==> src/rtl/uart_tx_mmio.sv <==
// 8N1 UART transmitter that listens on the CPU store bus and keeps a 4-entry TX FIFO.
// A status word is returned combinationally when the CPU loads from the CSR address.
module uart_tx_mmio #(
  parameter int          CLKS_PER_BIT = 104,
  parameter logic [15:0] TX_ADDR      = 16'h03F8,
  parameter logic [15:0] CSR_ADDR     = 16'h03FC,
  parameter int          FIFO_DEPTH   = 4
) (
  input  logic        clk,
  input  logic        reset,
  input  logic        wen,
  input  logic [15:0] waddr,
  input  logic [31:0] wdata,
  input  logic        ren,
  input  logic [15:0] raddr,
  output logic [31:0] csr_rdata,
  output logic        tx,
  output logic        busy
);

  localparam int          BAUD_W   = (CLKS_PER_BIT > 2) ? $clog2(CLKS_PER_BIT) : 1;
  localparam logic [BAUD_W-1:0] BAUD_LOAD = BAUD_W'(CLKS_PER_BIT - 1);
  localparam logic [2:0]  FULL_CNT = 3'(FIFO_DEPTH);

  typedef enum logic [1:0] {IDLE, START, DATA, STOP} state_t;

  state_t            state_q;
  logic [BAUD_W-1:0] baud_q;
  logic [2:0]        bit_idx_q;
  logic [7:0]        shift_q;
  logic              tx_q;

  logic [7:0] fifo_mem [FIFO_DEPTH];
  logic [1:0] wr_ptr_q, wr_ptr_d;
  logic [1:0] rd_ptr_q, rd_ptr_d;
  logic [2:0] count_q, count_d;
  logic       overflow_q, overflow_d;

  logic tx_hit, csr_wr_hit, csr_rd_hit;
  logic baud_zero, pop, push, full;
  logic [7:0] head;

  // Only the low byte and the overflow-clear bit of a store carry meaning here.
  logic unused_bits;
  assign unused_bits = ^{waddr[1:0], raddr[1:0], wdata[31:8]};

  always_comb begin
    tx_hit     = wen && (waddr[15:2] == TX_ADDR[15:2]);
    csr_wr_hit = wen && (waddr[15:2] == CSR_ADDR[15:2]);
    csr_rd_hit = ren && (raddr[15:2] == CSR_ADDR[15:2]);
    baud_zero  = (baud_q == '0);
    full       = (count_q == FULL_CNT);
    head       = fifo_mem[rd_ptr_q];
    // A pop frees a slot in the same cycle, so a push into a full FIFO survives it.
    pop        = (count_q != 3'd0) && ((state_q == IDLE) || ((state_q == STOP) && baud_zero));
    push       = tx_hit && (!full || pop);
    busy       = (count_q != 3'd0) || (state_q != IDLE);
    tx         = tx_q;
  end

  always_comb begin
    wr_ptr_d   = push ? wr_ptr_q + 2'd1 : wr_ptr_q;
    rd_ptr_d   = pop  ? rd_ptr_q + 2'd1 : rd_ptr_q;
    count_d    = count_q;
    if (push && !pop) count_d = count_q + 3'd1;
    if (pop && !push) count_d = count_q - 3'd1;
    overflow_d = overflow_q;
    if (tx_hit && !push)                overflow_d = 1'b1;
    else if (csr_wr_hit && wdata[2])    overflow_d = 1'b0;
  end

  always_comb begin
    csr_rdata = '0;
    if (csr_rd_hit) csr_rdata = {25'b0, count_q, 1'b0, overflow_q, full, busy};
  end

  always_ff @(posedge clk) begin
    if (push) fifo_mem[wr_ptr_q] <= wdata[7:0];
  end

  always_ff @(posedge clk) begin
    if (reset) begin
      wr_ptr_q   <= 2'd0;
      rd_ptr_q   <= 2'd0;
      count_q    <= 3'd0;
      overflow_q <= 1'b0;
    end else begin
      wr_ptr_q   <= wr_ptr_d;
      rd_ptr_q   <= rd_ptr_d;
      count_q    <= count_d;
      overflow_q <= overflow_d;
    end
  end

  always_ff @(posedge clk) begin
    if (reset) begin
      state_q   <= IDLE;
      baud_q    <= '0;
      bit_idx_q <= 3'd0;
      shift_q   <= 8'd0;
      tx_q      <= 1'b1;
    end else begin
      case (state_q)
        IDLE: begin
          tx_q <= 1'b1;
          if (pop) begin
            shift_q <= head;
            baud_q  <= BAUD_LOAD;
            state_q <= START;
            tx_q    <= 1'b0;
          end
        end
        START: begin
          if (baud_zero) begin
            baud_q    <= BAUD_LOAD;
            bit_idx_q <= 3'd0;
            state_q   <= DATA;
            tx_q      <= shift_q[0];
          end else begin
            baud_q <= baud_q - 1'b1;
          end
        end
        DATA: begin
          if (baud_zero) begin
            baud_q  <= BAUD_LOAD;
            shift_q <= shift_q >> 1;
            if (bit_idx_q == 3'd7) begin
              state_q <= STOP;
              tx_q    <= 1'b1;
            end else begin
              bit_idx_q <= bit_idx_q + 3'd1;
              tx_q      <= shift_q[1];
            end
          end else begin
            baud_q <= baud_q - 1'b1;
          end
        end
        STOP: begin
          if (baud_zero) begin
            baud_q <= BAUD_LOAD;
            // Back-to-back frames: the next start bit follows the stop bit directly.
            if (pop) begin
              shift_q <= head;
              state_q <= START;
              tx_q    <= 1'b0;
            end else begin
              state_q <= IDLE;
              tx_q    <= 1'b1;
            end
          end else begin
            baud_q <= baud_q - 1'b1;
          end
        end
        default: begin
          state_q <= IDLE;
          tx_q    <= 1'b1;
        end
      endcase
    end
  end

endmodule

==> config.mk <==
export PLATFORM = sky130hd
export DESIGN_NAME = uart_tx_mmio
export DESIGN_NICKNAME = d
export VERILOG_FILES = /design/src/rtl/uart_tx_mmio.sv
export SDC_FILE = /design/constraint.sdc
export NUM_CORES = 1
export LEC_CHECK = 0
export ABC_AREA = 1
export CORE_MARGIN = 10
export CORE_UTILIZATION = 51
export DETAILED_ROUTE_END_ITERATION = 16
export PLACE_DENSITY = 0.87
export SLEW_MARGIN = 40
export SYNTH_ARGS = -nofsm -noshare
export SYNTH_HDL_FRONTEND = slang
export SYNTH_SLANG_ARGS = --single-unit
==> constraint.sdc <==
create_clock -name clk -period 4.8 [get_ports clk]
set_clock_uncertainty 0.2 [all_clocks]
set_input_delay 0.96 -clock clk [delete_from_list [all_inputs] [get_ports clk]]
set_output_delay 0.96 -clock clk [all_outputs]
set_load 0.005 [all_outputs]
==> flow_summary.toml <==
[placed_design]
port_buffers = 47
dp_hpwl_um = 5260
gp_congestion = 0.813
placed_area_um2 = 3800

[critical_path]
crit_buf_inv = 2
crit_path_end_kind = "output port"
r2r_slack_ns = 2.07
max_stage_delay_ns = 0.57
path_cells = "clkdlybuf4s50_1 > nor4_1 > nand3_1 > nor4_1 > clkdlybuf4s50_1"
crit_family = "buffers and inverters"
path_depth = 5
cp_slowest_cell = "clkdlybuf4s50_1"
reg2reg_to = "count_q[2]"
required_ns = 3.64
cp.arrival_ns = 2.74
path_class = "in -> out"
r2r_cells = 12
start_kind = "input pin"
r2r-start = "state_q[0]"
crit_fanout = 6

[routing]
drc = 0
drtIter0Drc = 171
dr.pass1.iters = 4
wire_per_inst_um = 13.1
viasPerCell = 5.02
antenna_left = 0
num_vias = 2672
routed_wl_um = 6960

[finish]
final_common_cell = "nand2_1"
fillCellCount = 539
nNetsFinal = 534
drive_above_1_share_pct = 5.71
seq_area_um2 = 1580
antenna_cells = 0
most-common-layout-cells = "nand2_1 (80), inv_1 (60), clkdlybuf4s50_1 (47)"
area_growth_pct = 16.3
fin_area_um2 = 3960
multi_input_area_um2 = 1430

[global_routing]
grt_max_degree = 21
grt_overflow = 0
grt_first_pass_wirelength_um = 11500
antenna_found_initial = 0
groute.usage.overall_pct = 14.0
grt_pass1_vias = 2635

[die]
core_um2 = 6420
die_x_um = 102
io_pins = 102
start_util_pct = 53.0
die_area_um2 = 10300
row_count = 29
fp.dieH_um = 102

[timing]
tns_ns = 0
fin_crit_sh_pct = 81.2
worst_hold_slack_ns = 0.275
min_period_ns = 3.90
maxSlewViolCount = 0
hold_violations = 0
timing.slew.headroom_pct = 46.8
setup_violations = 0
rsz0062_at_grt = "false"
fmax_mhz = 256
worst_slew_pin_slew_ns = 0.796

[synthesis]
synth-seq-cells = 63
yosys_warnings = 0
ys_types = 39
yosys-top-cells-area = "edfxtp_1 (28%), dfxtp_1 (18%), nand2_1 (8.8%)"
syn_inst = 404
synth_top_area_cell = "edfxtp_1"
yosysSeqAreaShare_pct = 46.4
avgSynthCellArea_um2 = 8.43
syn_area_um2 = 3410
synth_top_area_share_pct = 28.2

[clock_tree]
htree_num_levels = 3
postCtsSetupRepairBufs = 0
cts_buffers = 9
hold_buffers = 0
clk_latency_ns = 0.34
cts_resized = 0
clkSinkCount = 63
cts_tree = "yes"
clock_path_buffers = 2
root_buffer = "clkbuf_8"
cts.clk_slew.worst_paths_ns = 0.07

[flow_run]
drv_cap = 0

[pwr]
internal_power_uw = 1170
power-per-cell-area_nw_per_um2 = 504
power_frac_clock_pct = 19.2
fin_total_pwr_uw = 2000
combPwrFrac_pct = 42.9
vdd_drop_max_uv = 276
p_sw_uw = 829
p_seq_share_pct = 37.9
power_leakage_uw = 0.00173
switching_share_pct = 41.5

[min_path]
hold_start = "bit_idx_q[1]"
worstHoldPathType = "reg -> reg"
hold_path_end = "bit_idx_q[1]"
hold_path_depth = 2

[status]
status = "complete, no violations"
==> stage by stage <==
step                      utilization, %  std cells  setup slack, ns
after floorplan                        -        429             2.00
after global placement              59.1        516             1.01
after detailed placement            59.1        516            0.965
after CTS                           61.7        532            0.903
after global routing                61.7        532            0.819
final                               61.7        532            0.901
==> area by class of cell <==
cell class / instances / share of cell area, %
multi-input combinational: 269 / 36.0
tap: 77 / 2.43
clock buffer: 9 / 3.13
timing repair buffer: 47 / 11.9
clock inverter: 7 / 1.01
inverter: 60 / 5.68
sequential: 63 / 39.9
==> how the worst max path moves through the flow <==
stage | start | end | slack (ns)
3_3_place_gp | raddr[13] | csr_rdata[1] | 1.01
3_5_place_dp | raddr[13] | csr_rdata[1] | 0.97
6_report | raddr[13] | csr_rdata[1] | 0.90
2_1_floorplan | raddr[13] | csr_rdata[1] | 2.00
4_1_cts | raddr[13] | csr_rdata[1] | 0.90
5_1_grt | raddr[13] | csr_rdata[1] | 0.82
==> flip-flops by register name, summed over array words and instances (netlist names), named ones only <==
register and cells:
count_q 3, baud_q 7, wr_ptr_q 2, rd_ptr_q 2, bit_idx_q 3, fifo_mem 32
tx 1, shift_q 8, state_q 2, overflow_q 1
==> layer usage <==
metal  up-vias  track usage, %  part of all wire (%)
met5         -               0                     0
met4         0            7.81                   2.4
met1      1209            14.8                    39
met2        97            24.0                    50
met3        15            4.97                   7.9
li1       1351               -                     -
==> synthesized netlist by cell type <==
library cell / number
a21oi_1: 20
a21oi_2: 1
a21oi_4: 1
a31oi_1: 3
a41oi_1: 1
and2_1: 1
and3_1: 1
buf_2: 4
buf_4: 28
buf_6: 1
buf_8: 1
clkbuf_1: 3
conb_1: 1
dfxtp_1: 31
edfxtp_1: 32
fa_1: 1
ha_1: 15
inv_1: 60
mux2i_1: 6
nand2_1: 80
nand2_2: 2
nand2_4: 2
nand3_1: 32
nand3_2: 1
nand3b_1: 2
nand4_1: 7
nand4_2: 1
nor2_1: 33
nor2_2: 3
nor3_1: 6
nor3b_1: 1
nor4_1: 2
o21a_1: 1
o21ai_0: 13
o21ai_1: 1
o21ai_2: 1
o21bai_1: 2
or2_2: 1
xor2_1: 2
==> cell families (layout without fill, tap and decap cells) <==
logic type / after synthesis / after routing / synth area share, %
AOI/OAI and AO/OA: 44 / 44 / 7.46
xor gates and xnor gates: 2 / 2 / 0.514
adders and majority gates: 16 / 16 / 6.10
buffers and inverters: 97 / 123 / 14.5
DFF: 63 / 63 / 46.4
muxes: 6 / 6 / 1.76
other: 1 / 26 / 0.110
and+or+nand+nor: 175 / 175 / 23.1
==> worst min-delay path, cell delays in order (launching register included) <==
cell     delay (ns)
dfxtp_1        0.32
nand2_1        0.06
a21oi_1        0.05
==> power groups by stage <==
stage / registers, µW / clock network (µW) / logic (µW)
global placement: 762 / 0 / 806
global route: 777 / 417 / 985
CTS: 758 / 389 / 852
detailed placement: 770 / 0 / 844
finish: 758 / 384 / 857
floorplan: 729 / 0 / 739
(Power assumes the default switching activity.)
==> variant, RTL diff (same settings) <==
Register the output `csr_rdata`, without a reset; this adds one clock of latency there. The other outputs are not delayed to match.
--- a/src/rtl/uart_tx_mmio.sv
+++ b/src/rtl/uart_tx_mmio.sv
@@ -24,4 +24,6 @@
 
   typedef enum logic [1:0] {IDLE, START, DATA, STOP} state_t;
+
+  logic [31:0] csr_rdata_d;
 
   state_t            state_q;
@@ -71,6 +73,6 @@
 
   always_comb begin
-    csr_rdata = '0;
-    if (csr_rd_hit) csr_rdata = {25'b0, count_q, 1'b0, overflow_q, full, busy};
+    csr_rdata_d = '0;
+    if (csr_rd_hit) csr_rdata_d = {25'b0, count_q, 1'b0, overflow_q, full, busy};
   end
 
@@ -160,4 +162,8 @@
   end
 
+  always_ff @(posedge clk) begin
+    csr_rdata <= csr_rdata_d;
+  end
+
 endmodule
 
Check against the original RTL: not equivalent (Yosys sat finds a counterexample within 4 cycles, from zero or initial values and one cycle with reset high).
==> variant against the original RTL <==
  * Sequential cell count up 6
  * Wire length up 6.0%
  * Cell count down 4.3%
  * Setup slack better by 660 ps
  * Cell area up 0.44%
  * Synthesized area down 1.5%
  * Sequential share of layout area up 2.8 points
  * Total power up 4.4%
  * Highest routed layer unchanged
==> variant: results (changes against the original RTL) <==
[status]
status = finished, final reports clean  ; unchanged

[synth]
synth_flop_cell = dfxtp_1  ; was edfxtp_1
netlist_top_cells_count = nand2_1, nor2_1, dfxtp_1, inv_1, edfxtp_1  ; was nand2_1, inv_1, nor2_1, edfxtp_1, nand3_1
ys_types = 35  ; was 39
number_of_enable_flip_flop_cells_after_synthesis = 32  ; unchanged
synth_area_leaders = edfxtp_1, dfxtp_1, buf_4  ; was edfxtp_1, dfxtp_1, nand2_1

[worst_setup_path]
path_max_fanout = 12  ; was 6
r2r_cells = 14  ; was 12
cpPeakStageDelay_ps = 600  ; was 570 ps
worstPathArrival_ps = 2080  ; was 2740 ps
reg2reg_setup_slack_ps = 2270  ; was 2070 ps
timing.rr.start = baud_q[0]$_SDFFE_PP0N_  ; was state_q[0]$_SDFFE_PP0P_

[pwr]
p_leak_nw = 1.65  ; was 1.73 nW
clock_power_mw = 0.474  ; was 0.384 mW
p_clk_share_pct = 22.7  ; was 19.2%
power.ir.vdd_worst_v = 0.000445  ; was 0.000276 V
power.share.combinational_pct = 39.9  ; was 42.9%

[grt]
grt_util_all_layers_pct = 14.5  ; was 14.0%
via_count_of_the_first_global_routing_pass = 2695  ; was 2,635
first_pass_grt_wire_length_mm = 11.9  ; was 11.5 mm
pin_count_of_the_biggest_net_entering_global_routing = 22  ; was 21

[detailed_routing]
drtIter0Drc = 161  ; was 171
drt-wirelength-per-cell_um = 14.5  ; was 13.1 um

[place]
detailedPlacementHpwl_mm = 5.44  ; was 5.26 mm
dp.cells = 493  ; was 516
placement.cell_area_mm2 = 0.00378  ; was 0.00380 mm2
gpl.final_weighted_congestion = 0.782  ; was 0.813

[hold_path]
hold_start = overflow_q$_SDFFE_PP0P_  ; was bit_idx_q[1]$_SDFFE_PP0P_
hold-path-cell-count = 2  ; unchanged

[cells_and_area]
fillCellCount = 488  ; was 539
stdcell_count = 509  ; was 532
layout-drive-gt1-share_pct = 6.71  ; was 5.71%
antenna-diode-count = 0  ; unchanged

[sta]
maxSlewHeadroom_pct = 48.9  ; was 46.8%

[variant: cell types whose count changed after synthesis, sizes merged, moves of 7 or more]
cell,delta
inv,-23
nand2,-22
nand3,-18
nor2,+17
o21ai,+19
o22ai,+7
[variant: metrics by stage]
step | worst slack, ps | utilization (%) | hold slack (ps)
after floorplan | 2310 | - | 205
after global placement | 1450 | 59.2 | 216
after detailed placement | 1370 | 59.2 | 234
after CTS | 1540 | 62.3 | 242
after global routing | 1370 | 62.3 | 271
final | 1560 | 62.3 | 242
[variant: per-layer routing]
layer | wire (um) | GRT usage (%) | up-vias
met5 | 0 | 0 | -
li1 | - | - | 1319
met1 | 2790 | 15.0 | 1225
met2 | 3800 | 25.7 | 94
met3 | 624 | 4.25 | 16
met4 | 168 | 7.93 | 0
[variant: logic make-up after synthesis]
family / count (synthesis) / share of synthesized area (%)
simple gates: 148 / 19.7
compound gates: 72 / 12.1
buf+inv: 72 / 11.3
flops: 69 / 50.7
fa+ha+maj: 15 / 5.82
xor+xnor: 1 / 0.261
other cells: 1 / 0.112
[variant: worst max path at each step]
| stage | startpoint | to | slack [ps] |
|---|---|---|---|
| detailed placement | waddr[6] | fifo_mem[3][5]$_DFFE_PP_ | 1370 |
| finish | state_q[0]$_SDFFE_PP0P_ | busy | 1560 |
| CTS | state_q[0]$_SDFFE_PP0P_ | busy | 1540 |
| floorplan | waddr[7] | fifo_mem[0][0]$_DFFE_PP_ | 2310 |
| global route | state_q[0]$_SDFFE_PP0P_ | busy | 1370 |
| global placement | waddr[6] | fifo_mem[1][4]$_DFFE_PP_ | 1450 |
[variant: layout make-up]
type | instances | area share [%]
sequential | 69 | 42.8
multi-input combinational | 262 | 34.4
timing repair buffer | 47 | 11.8
inverter | 38 | 3.62
clock buffer | 9 | 3.11
tap | 77 | 2.42
clock inverter | 7 | 1.92
